[config.mk]
export PLATFORM = sky130hd
export DESIGN_NAME = menu_nav_ctrl_flat
export DESIGN_NICKNAME = d
export VERILOG_FILES = /design/src/rtl/menu_nav_ctrl_if.sv /design/src/rtl/menu_nav_ctrl.sv /design/src/flat_wrapper.sv
export SDC_FILE = /design/constraint.sdc
export NUM_CORES = 1
export LEC_CHECK = 0
export ABC_AREA = 1
export BUFFER_PORTS_ARGS = -buffer_cell sky130_fd_sc_hd__buf_2
export CAP_MARGIN = 20
export CORE_ASPECT_RATIO = 1.4
export CORE_UTILIZATION = 40
export CTS_CLUSTER_DIAMETER = 150
export DETAILED_ROUTE_END_ITERATION = 16
export PLACE_DENSITY = 0.65
export SLEW_MARGIN = 10
export SYNTH_ARGS = -nofsm -noshare
export SYNTH_HDL_FRONTEND = slang
export SYNTH_SLANG_ARGS = --single-unit
[constraint.sdc]
create_clock -name clk_50M -period 3.6 [get_ports clk_50M]
set_input_delay 0.72 -clock clk_50M [delete_from_list [all_inputs] [get_ports clk_50M]]
set_output_delay 0.72 -clock clk_50M [all_outputs]
set_load 0.02 [all_outputs]
[src/rtl/menu_nav_ctrl_if.sv]
// Key pulses into, and cursor/configuration state out of, the front-panel menu controller.
interface menu_nav_ctrl_if #(
  parameter int N_MODES  = 3,
  parameter int N_FIELDS = 4,
  parameter int FIELD_W  = 2
);
  localparam int MODE_W = (N_MODES > 1) ? $clog2(N_MODES) : 1;
  localparam int ROW_W  = ($clog2(N_FIELDS + 1) > 0) ? $clog2(N_FIELDS + 1) : 1;

  logic                                  left;
  logic                                  right;
  logic                                  up;
  logic                                  down;
  logic                                  confirm;
  logic                                  quit;
  logic                                  level;
  logic [MODE_W-1:0]                     mode_sel;
  logic [ROW_W-1:0]                      row_sel;
  logic [N_FIELDS*FIELD_W-1:0]           edit_vals;
  logic [N_MODES*N_FIELDS*FIELD_W-1:0]   cfg_out;
  logic                                  apply_strobe;
  logic [MODE_W-1:0]                     apply_mode;
  logic                                  dirty;

  modport master (
    output left, right, up, down, confirm, quit,
    input  level, mode_sel, row_sel, edit_vals, cfg_out, apply_strobe, apply_mode, dirty
  );

  modport slave (
    input  left, right, up, down, confirm, quit,
    output level, mode_sel, row_sel, edit_vals, cfg_out, apply_strobe, apply_mode, dirty
  );
endinterface

[src/rtl/menu_nav_ctrl.sv]
// Two-level menu navigation: mode cursor in TOP, row cursor plus shadow edit bank in SUB,
// committing the shadow bank into a per-mode configuration register on apply.
module menu_nav_ctrl #(
  parameter int N_MODES         = 3,
  parameter int N_FIELDS        = 4,
  parameter int FIELD_W         = 2,
  parameter int FIELD_MAX       = 3,
  parameter int RETURN_ON_APPLY = 0
) (
  input  logic           clk_50M,
  input  logic           rst_n,
  menu_nav_ctrl_if.slave bus
);
  localparam int MODE_W = (N_MODES > 1) ? $clog2(N_MODES) : 1;
  localparam int ROW_W  = ($clog2(N_FIELDS + 1) > 0) ? $clog2(N_FIELDS + 1) : 1;

  localparam logic [MODE_W-1:0]  MODE_LAST = MODE_W'(N_MODES - 1);
  localparam logic [ROW_W-1:0]   ROW_APPLY = ROW_W'(N_FIELDS);
  localparam logic [FIELD_W-1:0] FMAX      = FIELD_W'(FIELD_MAX);

  typedef enum logic [1:0] {
    ST_TOP = 2'd0,
    ST_SUB = 2'd1
  } state_t;

  state_t                                         state_reg, state_next;
  logic [MODE_W-1:0]                              mode_reg, mode_next;
  logic [ROW_W-1:0]                               row_reg, row_next;
  logic [N_FIELDS-1:0][FIELD_W-1:0]               edit_reg, edit_next;
  logic [N_MODES-1:0][N_FIELDS-1:0][FIELD_W-1:0]  cfg_reg, cfg_next;
  logic                                           strobe_reg, strobe_next;
  logic [MODE_W-1:0]                              amode_reg, amode_next;
  logic                                           dirty_reg, dirty_next;

  logic key_up, key_down, key_left, key_right;
  logic [N_FIELDS-1:0][FIELD_W-1:0] cur_bank;
  logic [N_FIELDS-1:0][FIELD_W-1:0] field_inc;
  logic [N_FIELDS-1:0][FIELD_W-1:0] field_dec;

  // Opposing keys pressed together cancel each other.
  assign key_up    = bus.up & ~bus.down;
  assign key_down  = bus.down & ~bus.up;
  assign key_left  = bus.left & ~bus.right;
  assign key_right = bus.right & ~bus.left;

  genvar gi;
  generate
    for (gi = 0; gi < N_FIELDS; gi++) begin : g_field
      assign field_inc[gi] = (edit_reg[gi] >= FMAX) ? '0 : edit_reg[gi] + FIELD_W'(1);
      assign field_dec[gi] = (edit_reg[gi] == '0 || edit_reg[gi] > FMAX) ? FMAX
                                                                         : edit_reg[gi] - FIELD_W'(1);
    end
  endgenerate

  always_comb begin
    cur_bank = '0;
    for (int m = 0; m < N_MODES; m++) begin
      if (mode_reg == MODE_W'(m)) cur_bank = cfg_reg[m];
    end
  end

  always_comb begin
    state_next  = state_reg;
    mode_next   = mode_reg;
    row_next    = row_reg;
    edit_next   = edit_reg;
    cfg_next    = cfg_reg;
    strobe_next = 1'b0;
    amode_next  = amode_reg;
    dirty_next  = dirty_reg;
    case (state_reg)
      ST_TOP: begin
        if (bus.confirm) begin
          state_next = ST_SUB;
          row_next   = '0;
          edit_next  = cur_bank;
          dirty_next = 1'b0;
        end else if (key_left) begin
          mode_next = (mode_reg == '0) ? MODE_LAST : mode_reg - MODE_W'(1);
        end else if (key_right) begin
          mode_next = (mode_reg >= MODE_LAST) ? '0 : mode_reg + MODE_W'(1);
        end
      end
      ST_SUB: begin
        if (bus.quit) begin
          // Leaving without apply reverts the shadow bank to the committed one.
          state_next = ST_TOP;
          row_next   = '0;
          edit_next  = cur_bank;
          dirty_next = 1'b0;
        end else if (bus.confirm) begin
          if (row_reg >= ROW_APPLY) begin
            for (int m = 0; m < N_MODES; m++) begin
              if (mode_reg == MODE_W'(m)) cfg_next[m] = edit_reg;
            end
            strobe_next = 1'b1;
            amode_next  = mode_reg;
            dirty_next  = 1'b0;
            if (RETURN_ON_APPLY != 0) begin
              state_next = ST_TOP;
              row_next   = '0;
            end
          end else begin
            row_next = row_reg + ROW_W'(1);
          end
        end else if (key_up) begin
          row_next = (row_reg == '0 || row_reg > ROW_APPLY) ? ROW_APPLY : row_reg - ROW_W'(1);
        end else if (key_down) begin
          row_next = (row_reg >= ROW_APPLY) ? '0 : row_reg + ROW_W'(1);
        end else if (key_left || key_right) begin
          for (int i = 0; i < N_FIELDS; i++) begin
            if (row_reg == ROW_W'(i)) begin
              edit_next[i] = key_right ? field_inc[i] : field_dec[i];
              dirty_next   = 1'b1;
            end
          end
        end
      end
      default: begin
        state_next = ST_TOP;
        row_next   = '0;
        dirty_next = 1'b0;
      end
    endcase
  end

  always_ff @(posedge clk_50M or negedge rst_n) begin
    if (!rst_n) begin
      state_reg  <= ST_TOP;
      mode_reg   <= '0;
      row_reg    <= '0;
      edit_reg   <= '0;
      cfg_reg    <= '0;
      strobe_reg <= 1'b0;
      amode_reg  <= '0;
      dirty_reg  <= 1'b0;
    end else begin
      state_reg  <= state_next;
      mode_reg   <= mode_next;
      row_reg    <= row_next;
      edit_reg   <= edit_next;
      cfg_reg    <= cfg_next;
      strobe_reg <= strobe_next;
      amode_reg  <= amode_next;
      dirty_reg  <= dirty_next;
    end
  end

  assign bus.level        = (state_reg == ST_SUB);
  assign bus.mode_sel     = mode_reg;
  assign bus.row_sel      = row_reg;
  assign bus.edit_vals    = edit_reg;
  assign bus.cfg_out      = cfg_reg;
  assign bus.apply_strobe = strobe_reg;
  assign bus.apply_mode   = amode_reg;
  assign bus.dirty        = dirty_reg;
endmodule

[src/flat_wrapper.sv]
// flat-port wrapper written by rule: the top's interface ports become plain ports
module menu_nav_ctrl_flat 
#(
  parameter int N_MODES         = 3,
  parameter int N_FIELDS        = 4,
  parameter int FIELD_W         = 2,
  parameter int FIELD_MAX       = 3,
  parameter int RETURN_ON_APPLY = 0
)
  (clk_50M, rst_n, bus_left, bus_right, bus_up, bus_down, bus_confirm, bus_quit, bus_level, bus_mode_sel, bus_row_sel, bus_edit_vals, bus_cfg_out, bus_apply_strobe, bus_apply_mode, bus_dirty);
  menu_nav_ctrl_if #(.N_MODES(N_MODES), .N_FIELDS(N_FIELDS), .FIELD_W(FIELD_W)) bus_i ();
  input  logic clk_50M;
  input  logic rst_n;
  input wire logic [$bits(bus_i.left)-1:0] bus_left;
  input wire logic [$bits(bus_i.right)-1:0] bus_right;
  input wire logic [$bits(bus_i.up)-1:0] bus_up;
  input wire logic [$bits(bus_i.down)-1:0] bus_down;
  input wire logic [$bits(bus_i.confirm)-1:0] bus_confirm;
  input wire logic [$bits(bus_i.quit)-1:0] bus_quit;
  output wire logic [$bits(bus_i.level)-1:0] bus_level;
  output wire logic [$bits(bus_i.mode_sel)-1:0] bus_mode_sel;
  output wire logic [$bits(bus_i.row_sel)-1:0] bus_row_sel;
  output wire logic [$bits(bus_i.edit_vals)-1:0] bus_edit_vals;
  output wire logic [$bits(bus_i.cfg_out)-1:0] bus_cfg_out;
  output wire logic [$bits(bus_i.apply_strobe)-1:0] bus_apply_strobe;
  output wire logic [$bits(bus_i.apply_mode)-1:0] bus_apply_mode;
  output wire logic [$bits(bus_i.dirty)-1:0] bus_dirty;
  assign bus_i.left = bus_left;
  assign bus_i.right = bus_right;
  assign bus_i.up = bus_up;
  assign bus_i.down = bus_down;
  assign bus_i.confirm = bus_confirm;
  assign bus_i.quit = bus_quit;
  assign bus_level = bus_i.level;
  assign bus_mode_sel = bus_i.mode_sel;
  assign bus_row_sel = bus_i.row_sel;
  assign bus_edit_vals = bus_i.edit_vals;
  assign bus_cfg_out = bus_i.cfg_out;
  assign bus_apply_strobe = bus_i.apply_strobe;
  assign bus_apply_mode = bus_i.apply_mode;
  assign bus_dirty = bus_i.dirty;
  menu_nav_ctrl #(.N_MODES(N_MODES), .N_FIELDS(N_FIELDS), .FIELD_W(FIELD_W), .FIELD_MAX(FIELD_MAX), .RETURN_ON_APPLY(RETURN_ON_APPLY)) u_core (.clk_50M(clk_50M), .rst_n(rst_n), .bus(bus_i));
endmodule
[Word level (Yosys, flattened, before mapping)]
Index checks and enable logic that the tools add are counted.
Word-level totals
  logic and storage cells: 163
  flip-flop bits (word level): 43
  output and inout port bits: 42
  input port bits: 8
Cells by class
  reductions and logical operators: 27
  muxes and demuxes: 58
  bitwise operators: 10
  add/sub/neg operators: 12
  $lt $le $gt $ge: 11
  equal/unequal tests: 23
Operator list (count)
  2-to-1 mux 8 bit: 9
  2-to-1 mux 2 bit: 22
  AND reduction 7 bit: 4
  2-to-1 mux 3 bit: 8
  one-hot mux 8 bit (2 select lines): 1
  2-to-1 mux 1 bit: 15
  != test 3 x 2 -> 1 bit, second input constant: 5
  AND reduction 5 bit: 3
  zero test 2 bit: 6
  != test 4 bit, second input constant: 3
  adder 2 x 1 -> 2 bit, second input constant: 5
  greater-or-equal comparator 2 bit, second input constant: 5
  subtractor 2 x 1 -> 2 bit, second input constant: 5
  != test 3 bit, second input constant: 3
  greater-than comparator 2 bit, second input constant: 4
  != test 4 x 3 -> 1 bit, second input constant: 2
  != test 7 x 3 -> 1 bit, second input constant: 1
  equality test 3 x 2 -> 1 bit, second input constant: 2
  logical OR 1 bit: 6
  inverter 1 bit: 6
  one-hot mux 3 bit (2 select lines): 1
  AND reduction 3 bit: 2
  AND reduction 6 bit: 1
  != test 5 x 3 -> 1 bit, second input constant: 1
  other kinds (15): 21

[Depth between registers and ports, before layout]
  depth in word-level cells: 11
  gate-level depth with buffers: 11
  gate-level depth less buffers: 10

[Worst setup path before layout]
No wires, ideal clock.
  path type: in2reg
  start: input bus_right
  end: register u_core.edit_reg (netlist bit u_core.bus.edit_vals[0])
  library setup time: 0.117 ns
  path buffers: 0
  arrival: 1.513 ns
  path slack: 1.970 ns
  stages: 10
  required time: 3.483 ns
  path through: inv_1 ha_1 nor2_1 nand2_1 inv_1 nand2_1 nand2_1 inv_1 nand2_1 nand2_1
On the way
  longest elaborated chain between the ends: 9
  elaborated cells between the ends (all ways): 14
  those cells by class: eq/ne: 1; mux: 8; bitwise: 3; reduce/logical: 2
RTL lines
  from (decl): RTL line flat_wrapper.sv:15  | input wire logic [$bits(bus_i.right)-1:0] bus_right;
  bitwise AND 1 bit: RTL line menu_nav_ctrl.sv:44  | assign key_right = bus.right & ~bus.left;
  2-to-1 mux 2 bit: RTL line menu_nav_ctrl.sv:113  | edit_next[i] = key_right ? field_inc[i] : field_dec[i];
  2-to-1 mux 2 bit: RTL line menu_nav_ctrl.sv:112  | if (row_reg == ROW_W'(i)) begin
  2-to-1 mux 8 bit: RTL line menu_nav_ctrl.sv:110  | end else if (key_left || key_right) begin
  2-to-1 mux 8 bit: RTL line menu_nav_ctrl.sv:108  | end else if (key_down) begin
  2-to-1 mux 8 bit: RTL line menu_nav_ctrl.sv:106  | end else if (key_up) begin
  2-to-1 mux 8 bit: RTL line menu_nav_ctrl.sv:91  | end else if (bus.confirm) begin
  2-to-1 mux 8 bit: RTL line menu_nav_ctrl.sv:85  | if (bus.quit) begin
  one-hot mux 8 bit (2 select lines): RTL line menu_nav_ctrl.sv:71  | case (state_reg)
  to (signal assigned): RTL line menu_nav_ctrl.sv:141  | edit_reg <= edit_next;
  to (decl): RTL line menu_nav_ctrl.sv:29  | logic [N_FIELDS-1:0][FIELD_W-1:0] edit_reg, edit_next;
Several ways; a longest one is shown, not always the timed one. The select of a mux whose other input is x is not followed.
A chain may end at the register's enable or synchronous reset.

[Worst setup path in the final report]
  start: register u_core.mode_reg[0] (netlist: u_core.bus.mode_sel[0])
  end: register u_core.edit_reg (netlist bit u_core.bus.edit_vals[6])
On the way
  longest elaborated chain between the ends: 6
  elaborated cells between the ends (all ways): 9
  those cells by class: eq/ne: 2; mux: 6; reduce/logical: 1
RTL lines
  from (decl): RTL line menu_nav_ctrl.sv:27  | logic [MODE_W-1:0] mode_reg, mode_next;
  from (signal assigned): RTL line menu_nav_ctrl.sv:139  | mode_reg <= mode_next;
  zero test 2 bit: RTL line menu_nav_ctrl.sv:58  | if (mode_reg == MODE_W'(m)) cur_bank = cfg_reg[m];
  2-to-1 mux 8 bit (2 in a row): RTL line menu_nav_ctrl.sv:58
  2-to-1 mux 8 bit (*): RTL line menu_nav_ctrl.sv:58
  2-to-1 mux 8 bit (on tied branches): RTL line menu_nav_ctrl.sv:85, menu_nav_ctrl.sv:73
  one-hot mux 8 bit (2 select lines) (*): RTL line menu_nav_ctrl.sv:71
Every way passes the cells marked *; elsewhere a longest branch is shown, timed or not. The select of a mux whose other input is x is not followed.

==> key figures <==
Critical path
  • Worst R2R Path Depth: 9
  • Crit. End Element: register
  • Req. time, crit path: 3780 ps
  • Reg-to-reg critical path endpoint: u_core.bus.edit_vals[6]
  • Crit start category: register
  • Worst path max stage delay: 500 ps
  • R2R Path Start: u_core.bus.mode_sel[0]
  • Delay-heaviest family, CP: buffers and inverters
  • Critical-path top delay cell: clkinv_1
  • Most frequent CP cell: nand2_1
  • Instance count on the critical path: 9
  • Cell chain of the critical path: inv_1, ha_1, clkinv_1, o21ai_0, inv_1, nand2_1, nand2_1, nand2_1, nand2_1
  • Setup crit start: u_core.bus.mode_sel[0]
  • Worst Path Max Fanout: 18
  • Flop-to-flop setup slack: 1520 ps
  • Worst Path Arrival: 2250 ps
  • Setup Crit Path Kind: register to register
  • CP endpoint: u_core.bus.edit_vals[6]
  • Critical path buffer and inverter count: 3

Placement
  • Placer Congestion: 0.835
  • Port Buffers: 49
  • Pre-CTS setup slack: 1530 ps
  • HPWL after detailed placement: 4.84 mm

Worst hold path
  • Hold Crit Class: register to register
  • Hold path depth: 2

Route
  • Total routed wirelength: 6.27 mm
  • Starting DRT DRC Count: 130
  • Highest metal used: met4
  • Wire length per cell: 12.8 µm
  • DR vias: 2,366
  • Detailed Routing Iterations Pass 1: 11
  • Via density: 4.85
  • DR WL met2: 3.26 mm
  • Post-route ant nets: 0
  • DRC: 3
  • Met3 wire len: 199 µm
  • Routed length on met1: 2.69 mm

Floorplan
  • Initial Util: 42.3%
  • Rows: 34
  • Die Ht: 98.9 µm
  • Die area: 7040 µm²
  • Core area: 6340 µm²
  • Die width: 71.2 µm
  • Top-level I/O count: 50

CTS
  • Deepest clock path buffer count: 2
  • CTS tree: done
  • Root Buffer: clkbuf_8
  • Post-CTS Setup Bufs: 0
  • CTS clk-pin slew, worst paths: 70 ps
  • Clk Latency, worst-skew pair: 290 ps
  • Clock Sinks: 42
  • H-tree levels: 2
  • Resized Gates After CTS: 0
  • Num CTS Buffers: 5
  • CTS Hold Bufs: 0

Logic synthesis
  • Post-Syn Area: 2680 µm²
  • Synth area leader: dfrtp_1
  • Flops & latches, synth: 42
  • Syn Nets: 396
  • Cells after Synth: 369
  • Seq/Total Area, Yosys: 39.2%
  • Top-area cell type share of the netlist area: 39.2%
  • Yosys cell types: 23
  • Top cells by area, synth: dfrtp_1 39%, nand2_1 21%, ha_1 8.9%
  • Yosys warns: 0
  • Avg Synthesized Cell Area: 7.27 µm²

Cells and area
  • Max reg flops: 24
  • Area growth, synth to finish: 12.7%
  • Antenna diode count: 0
  • Ratio of cells with drive above 1 in the final layout: 17.5%
  • Layout Nets: 442
  • Fillers: 652

Timing
  • Worst-margin pin slew: 945 ps
  • Final Hold Fails: 0
  • Final worst path period share: 57.7%
  • Slew Viols, Final: 0
  • RSZ-0062 raised after global routing: false
  • Worst slew margin: 37.0%
  • Final WS setup: 1520 ps
  • Min Tclk post-route: 2080 ps
  • Final setup fails: 0
  • Fmax achieved: 0.482 GHz
  • Setup_tns: 0 ps
  • Final Skew: 12.3 ps

Pwr
  • Power density cells: 499 nW/µm²
  • P_leak: 1.80 nW
  • VDD IR-drop max: 0.189 mV

Status
  • Status: finished with violations
  • Failing checks: design-rule violations

Flow run
  • # Max-Cap Violations: 0

GRT
  • First-pass GRT wire length: 10.5 mm
  • Largest net degree at the start of global routing: 43
  • Global route overflow: 0
  • Initial antenna violation count: 0
  • GRT Total Usage: 18.9%
  • Vias in the first global route: 2,256
==> power breakdown <==
| group | total [mW] | switching, mW | internal (mW) | leakage [nW] |
|---|---|---|---|---|
| clock | 0.317 | 0.163 | 0.154 | 0.0472 |
| combinational | 0.572 | 0.406 | 0.166 | 1.18 |
| sequential | 0.619 | 0.0886 | 0.531 | 0.572 |
==> placed cells by master, fill, tap and decap left out <==
cell	count
nand2_1	148
buf_2	49
dfrtp_1	42
inv_1	39
nand3_1	25
nor2_1	24
o21ai_1	22
ha_1	19
o21ai_0	9
a21oi_1	9
clkbuf_8	6
nor2_4	5
o21ai_2	4
inv_2	3
o211ai_1	2
nand4_1	2
nand2_4	1
nand2_8	1
clkinv_1	1
o21a_1	1
a21oi_2	1
or2_2	1
clkinvlp_4	1
clkinv_2	1
==> tightest hold or removal path, stage by stage (launching register included) <==
cell	delay (ps)
dfrtp_1	350
nand2_1	50
o21ai_1	70
==> layout make-up <==
type	instances	area, µm²	area share, %
timing repair buffer	49	245	8.11
clock buffer	6	82.6	2.73
sequential	42	1050	34.8
tap	72	90.1	2.98
inverter	43	161	5.34
multi-input combinational	274	1380	45.7
clock inverter	2	12.5	0.414
==> metal layers <==
metal / vias up / GRT usage (%)
li1: 1248 / -
met1: 1051 / 22.3
met2: 58 / 34.4
met3: 9 / 2.86
met4: 0 / 6.62
met5: - / 0
==> cells by family (layout without fill, tap and decap cells) <==
logic type / Yosys count / in the layout / share of synthesized area, %
adder cells (fa/ha/maj): 19 / 19 / 8.86
AND/OR/NAND/NOR: 207 / 207 / 32.7
flip-flops: 42 / 42 / 39.2
AO/OA/AOI/OAI: 48 / 48 / 9.93
buffers and inverters: 53 / 100 / 9.33
==> through the flow <==
| stage | hold slack, ps | cell area [µm²] | power (mW) | utilization (%) | std cells |
|---|---|---|---|---|---|
| after global placement | 501 | 2930 | 1.19 | 46.2 | 480 |
| after detailed placement | 481 | 2930 | 1.20 | 46.2 | 480 |
| after floorplan | 424 | 2680 | 1.06 | - | 369 |
| after global routing | 541 | 3020 | 1.62 | 47.7 | 488 |
| final | 499 | 3020 | 1.51 | 47.7 | 488 |
| after CTS | 510 | 3020 | 1.53 | 47.7 | 488 |
==> worst min path at each step <==
stage                                     to                      from
CTS                 u_core.bus.apply_mode[1]  u_core.bus.apply_mode[1]
global placement    u_core.bus.apply_mode[0]  u_core.bus.apply_mode[0]
floorplan           u_core.bus.apply_mode[0]                     rst_n
detailed placement  u_core.bus.apply_mode[1]  u_core.bus.apply_mode[1]
finish              u_core.bus.apply_mode[1]  u_core.bus.apply_mode[1]
global route           u_core.bus.cfg_out[7]     u_core.bus.cfg_out[7]
==> synth_stat cells (all sizes together) <==
| master | number |
|---|---|
| nand3 | 25 |
| nand2 | 150 |
| or2 | 1 |
| nor2 | 29 |
| o21a | 1 |
| o21ai | 35 |
| a21oi | 10 |
| inv | 42 |
| ha | 19 |
| buf | 10 |
| nand4 | 2 |
| dfrtp | 42 |
| clkinv | 1 |
| o211ai | 2 |
(Power assumes the default switching activity.)
